`src/rtl/unary_word_expander.sv`:
```
// Expands a binary count N into a stream of 8-bit thermometer words whose popcounts sum to N.
// Inverse of the 8-input popcount compressor; valid/ready on both sides, one-cycle latency.
module unary_word_expander #(
   parameter int CNT_W  = 8,
   parameter int WORD_W = 8
) (
   input  logic              clk,
   input  logic              reset,
   input  logic              in_valid,
   output logic              in_ready,
   input  logic [CNT_W-1:0]  in_count,
   output logic              out_valid,
   input  logic              out_ready,
   output logic [WORD_W-1:0] out_word,
   output logic              out_last,
   output logic              busy
);

   typedef enum logic {IDLE, EMIT} state_t;

   state_t           state;
   logic [CNT_W-1:0] rem;
   logic             xfer;
   logic             accept;
   logic [3:0]       load_k;
   logic [3:0]       rem_k;

   // Number of ones that fit in the next word: min(n, 8).
   function automatic logic [3:0] chunk(input logic [CNT_W-1:0] n);
      return (n >= CNT_W'(8)) ? 4'd8 : n[3:0];
   endfunction

   function automatic logic [WORD_W-1:0] thermo(input logic [3:0] k);
      logic [WORD_W-1:0] ones;
      ones = '1;
      return ones >> (4'd8 - k);
   endfunction

   assign xfer   = out_valid && out_ready;
   // Only combinational path: the final word leaving frees the block for a new count in the same cycle.
   assign in_ready = !reset && ((state == IDLE) || (xfer && out_last));
   assign accept   = in_valid && in_ready;
   assign load_k   = chunk(in_count);
   assign rem_k    = chunk(rem);

   // NOTE: state and registered outputs use non-blocking assignments so every
   // update in this block sees the pre-edge values, matching the hardware.
   always_ff @(posedge clk) begin
      if (reset) begin
         state     <= IDLE;
         rem       <= '0;
         out_valid <= 1'b0;
         out_word  <= '0;
         out_last  <= 1'b0;
         busy      <= 1'b0;
      end else if (accept) begin
         state     <= EMIT;
         out_valid <= 1'b1;
         busy      <= 1'b1;
         out_word  <= thermo(load_k);
         out_last  <= (in_count <= CNT_W'(8));
         rem       <= in_count - CNT_W'(load_k);
      end else if (xfer && out_last) begin
         state     <= IDLE;
         rem       <= '0;
         out_valid <= 1'b0;
         out_word  <= '0;
         out_last  <= 1'b0;
         busy      <= 1'b0;
      end else if (xfer) begin
         out_word <= thermo(rem_k);
         out_last <= (rem <= CNT_W'(8));
         rem      <= rem - CNT_W'(rem_k);
      end
   end

endmodule

```
`config.mk`:
```
export PLATFORM = sky130hd
export DESIGN_NAME = unary_word_expander
export DESIGN_NICKNAME = d
export VERILOG_FILES = /design/src/rtl/unary_word_expander.sv
export SDC_FILE = /design/constraint.sdc
export NUM_CORES = 1
export LEC_CHECK = 0
export CORE_MARGIN = 2
export CORE_UTILIZATION = 38
export DETAILED_ROUTE_END_ITERATION = 7
export PLACE_DENSITY = 0.58
export RECOVER_POWER = 25
export SETUP_SLACK_MARGIN = 0.4
export SLEW_MARGIN = 20
export SYNTH_ARGS = -nofsm -noshare
export SYNTH_HDL_FRONTEND = slang
export SYNTH_SLANG_ARGS = --single-unit
export TNS_END_PERCENT = 10
```
`constraint.sdc`:
```
create_clock -name clk -period 2.6 [get_ports clk]
set_input_delay 0.39 -clock clk [delete_from_list [all_inputs] [get_ports clk]]
set_output_delay 0.39 -clock clk [all_outputs]
set_load 0.02 [all_outputs]
```
# Yosys cells after proc, flatten, opt, wreduce, memory -nomap -nowiden

Index checks and enable logic that the tools add are counted.

Register bits after elaboration: 18
Bits in latches: 0
Bits in writable memories: 0
Memory bits (read-only): 0
Bits of input ports: 12
Logic and storage cells: 36
Memories: 0

$add $sub $neg: 4
$mul: 0
Divide/modulo/power cells: 0
Order comparisons: 4
Equality and inequality tests: 0
Shift-type cells: 2
Muxes and demuxes: 13
Bitwise operators: 1
Reductions and logical operators: 8

Operator list:

| kind                                                              | number |
|---|---|
| 2-to-1 mux 8 bit                                                  | 6 |
| greater-or-equal comparator 8 x 4 -> 1 bit, second input constant | 2 |
| <= comparator 8 x 4 -> 1 bit, second input constant               | 2 |
| >> shifter 8 x 4 -> 8 bit, first input constant                   | 2 |
| subtractor 8 x 4 -> 8 bit                                         | 2 |
| 2-to-1 mux 4 bit                                                  | 2 |
| subtractor 4 bit, first input constant                            | 2 |
| 2-to-1 mux 1 bit                                                  | 5 |
| logical AND 1 bit                                                 | 4 |
| nonzero test 3 bit                                                | 1 |
| nonzero test 2 bit                                                | 1 |
| logical NOT 1 bit                                                 | 1 |
| logical OR 1 bit                                                  | 1 |
| inverter 1 bit                                                    | 1 |

# Longest topological paths before layout

Depth after elaboration: 7
Mapped depth: 11
Gate-level depth less buffers: 10

# Worst setup path after synthesis

OpenSTA, ideal clock, no wires.

Path type: register -> register
Start point: register rem[3]
End point: register out_word[2]
Library setup time: 0.138 ns
Arrival time: 2.159 ns
Data required time: 2.462 ns
Path slack: 0.303 ns
Stages on the path, launching flop included: 12
Path through: dfxtp_1 -> clkbuf_1 -> nor4_1 -> nor2b_1 -> and2_1 -> inv_1 -> ha_1 -> inv_1 -> a31oi_1 -> a41o_1 -> a221oi_4 -> a311oi_1

Word-level cells in the longest chain between the ends: 7

RTL lines:

| item                                       | line | text |
|---|---|---|
| start, declared                            | 22   | `logic [CNT_W-1:0] rem;` |
| start signal, assigned                     | 62   | `rem <= in_count - CNT_W'(load_k);` |
| start signal, assigned                     | 73   | `rem <= rem - CNT_W'(rem_k);` |
| greater-or-equal comparator 8 x 4 -> 1 bit | 30   | `return (n >= CNT_W'(8)) ? 4'd8 : n[3:0];` |
| 2-to-1 mux 4 bit *                         | 30   |  |
| subtractor 4 bit *                         | 36   | `return ones >> (4'd8 - k);` |
| >> shifter 8 x 4 -> 8 bit *                | 36   |  |
| 2-to-1 mux 8 bit *                         | 70   | `end else if (xfer) begin` |
| 2-to-1 mux 8 bit *                         | 63   | `end else if (xfer && out_last) begin` |
| 2-to-1 mux 8 bit *                         | 56   | `end else if (accept) begin` |
| end signal, assigned                       | 60   | `out_word <= thermo(load_k);` |
| end signal, assigned                       | 71   | `out_word <= thermo(rem_k);` |
| end, declared                              | 14   | `output logic [WORD_W-1:0] out_word,` |

Every way passes the cells marked *; elsewhere a longest branch is shown, timed or not. The select of a mux whose other input is x is not followed.
A chain may end at the register's enable or synchronous reset.

# Worst setup path in the final report

Start point: register rem[5]
End point: register out_word[2]

Word-level cells in the longest chain between the ends: 7

RTL lines:

| item                                       | line |
|---|---|
| greater-or-equal comparator 8 x 4 -> 1 bit | 30 |
| 2-to-1 mux 4 bit                           | 30 |
| subtractor 4 bit                           | 36 |
| >> shifter 8 x 4 -> 8 bit                  | 36 |
| 2-to-1 mux 8 bit                           | 70 |
| 2-to-1 mux 8 bit                           | 63 |
| 2-to-1 mux 8 bit                           | 56 |

No other way between the ends. The select of a mux whose other input is x is not followed.

==> metrics.txt <==
Final setup viols 0; Top Ports 24; wire length of the first global-routing pass 5885 um; max cap viols 0; synthesis-to-finish area growth 40.97%; All-Layer GR Usage 18.36%; Pint 0.0005540 W; dominant cells by area after synthesis dfxtp_1 (28%), ha_1 (8.6%), nor2_1 (6.3%); maximum vdd drop 0.1688 mV; commonest non-fill, non-tap cell in the layout buf_4; Synth Area in Compound Gates 27.22%; non-filler cells, final 260; status finished, final reports clean; Worst Reg-to-Reg Cells 10; Synth Instances 170; power share of the sequential group around two fifths; HPWL after DPL approximately 2600 um; TritonCTS Buffers 3; clock root cell clkbuf_4; crit path from rem[5]; Post-synth ARST share 0%; Synth top area share 27.51%; Clock Latency Late Sink approximately 310 ps; Cell Area, Synth around 1300 um^2; Distinct cells, synth 43; Synth Area in Adders 8.596%; vias per cell roughly 5.4; clock slew seen by the registers of the worst setup and hold paths approximately 110 ps; number of synthesized flops with an enable pin 0; largest family of logic cells by synthesized area simple AND/OR/NAND/NOR gates; sw frac 35.47%; Overflow after GRT 0; Critical Setup Path Class reg2reg; register bit total from synthesis 18; multiplexer share of the synthesized area under 10%; row count 21; CP Max Fanout 4; Clock Power Share between 20% and 30%; Max Clk Rate 0.4619 GHz; drt first pass iters 4; Post-Route WL about 3500 um; antenna-violating nets left 0; GPL Wtd Cong 0.7832; R2R setup slack ~440 ps; share of cells above drive strength 1 21.50%; WHS approximately 470 ps; Synth Area in Simple Gates between 20 and 30%; largest net degree at the start of global routing 21; Final Hold Viols 0; CTS tree done; cell taking the most area after synthesis dfxtp_1; die width between 60 and 70 um; Setup Skew ~1.2 ps; ys flop type dfxtp_1; Routed WL per cell around 13 um; Power per Cell Area approximately 460 nW/um^2; Comb pwr share 40.4%; Data arrival, critical path ~2400 ps; Yosys warning count 0; antenna violations before repair 0; vias in the first global route about 1300; Mean Syn Cell Area just under 8 um^2; initial core utilization between 30% and 40%; H-tree depth 1; Core ar. approximately 3300 um^2; Initial DRC Count 72; CTS sink count 18; unrepaired setup endpoints after global routing true; drc violations 0; most frequent cells in the layout buf_4 (23), nor2_1 (21), dfxtp_1 (15); CTS Hold Bufs 0; Die Y between 60 and 70 um; Period minus WS final 2165 ps; crit end category flop; CP required between 2000 and 3000 ps; full die area 3933 um^2; Final Cycle Share a little over four fifths; post-placement cell count 250; critical path endpoint out_word[2]; via count around 1400; P_sw 0.0003045 W; reg2reg end out_word[2]; Antenna diodes 0; Final Max Slew Viols 0; Hold Crit Class reg2reg; Post-Synth XOR/XNOR Area between 1 and 1.5%; CP Launch Type flop; CTS Buffer Depth 2; R2R Path Start rem[5]; PortBufs 23; Seq/Total Area, Yosys approximately 28%; leakage power ~0.76 nW; Nets around 240; total negative slack 0 ps
## state kept, by name, summed over array words and instances, names as in the netlist
signal    flops
state         1
out_last      1
out_word      8
rem           8
## synth_stat cells, drive strengths merged, types with 5 or more instances
cell type   n
a21oi       8
a22oi       5
a31oi       7
and2        5
clkbuf      5
dfxtp      18
ha          9
inv         6
nand2      13
nand3       9
nor2       22
nor3       11
o21ai       8
## critical path, stage by stage (launching register included)
cell      delay (ps)
dfxtp_4          360
nor4_4           290
nor2b_4          210
and2_4           160
inv_2             50
ha_4             150
inv_2             50
a31oi_1           30
a41o_1           300
a221oi_4         310
a311oi_1         130
## final cells by class
class | instances | area [um^2]
well taps | 46 | 57.56
clock buffers | 4 | 36.28
multi-input cells | 139 | 958.4
flip-flops and latches | 18 | 366.6
fillers | 318 | 1464
repair buffers | 47 | 405.4
inverters | 6 | 22.52
## kinds of logic (layout without fill, tap and decap cells)
group / count (synthesis) / after routing
AND/OR/NAND/NOR: 75 / 75
AO/OA/AOI/OAI: 48 / 48
flip-flops: 18 / 18
buffers and inverters: 14 / 57
adder cells (fa/ha/maj): 9 / 9
other: 2 / 3
XOR/XNOR: 2 / 2
multiplexers: 2 / 2
## layer usage
metal,global-route usage [%],wire length (um),vias up
met3,1.982,140,5
met5,0,0,-
met2,31.85,1638,34
met1,23.00,1637,672
met4,7.778,58,0
li1,-,-,705
## per-stage QoR
stage | power [W] | setup WS, ps | utilization [%] | cell area [um^2]
final | 0.0008585 | 435.1 | 55.78 | 1847
after global routing | 0.0009068 | 359.2 | 55.78 | 1847
after CTS | 0.0008583 | 379.1 | 54.61 | 1808
after detailed placement | 0.0006495 | -93.80 | 51.44 | 1703
after global placement | 0.0006444 | -11.01 | 51.44 | 1703
after floorplan | 0.0005316 | 455.6 | - | 1316
## how the worst min path moves through the flow
stage / start / to / slack, ps / depth (start not counted)
after floorplan: rem[0] / rem[0] / 490 / 2
after global placement: out_word[0] / out_word[0] / 440 / 2
after detailed placement: out_word[0] / out_word[0] / 450 / 2
after CTS: out_word[0] / out_word[0] / 470 / 2
after global routing: out_word[0] / out_word[0] / 510 / 2
final: out_word[0] / out_word[0] / 470 / 2
## power by group through the flow
stage	logic, W	clock network [W]	registers (W)
6_report	0.000347	0.000182	0.000330
5_1_grt	0.000378	0.000195	0.000334
4_1_cts	0.000342	0.000186	0.000330
3_5_place_dp	0.000315	0	0.000334
3_3_place_gp	0.000312	0	0.000332
2_1_floorplan	0.000181	0	0.000350
## repair_timing
| action | 4_1_cts | 5_1_grt |
|---|---|---|
| setup buffers | 3 | 3 |
| endpoints found under the setup margin | 8 | 8 |
| gates resized for setup | 13 | 7 |
| cloned | 0 | 0 |
| pin swaps | 4 | 6 |
No activity file was read; power rests on OpenSTA's default activity.
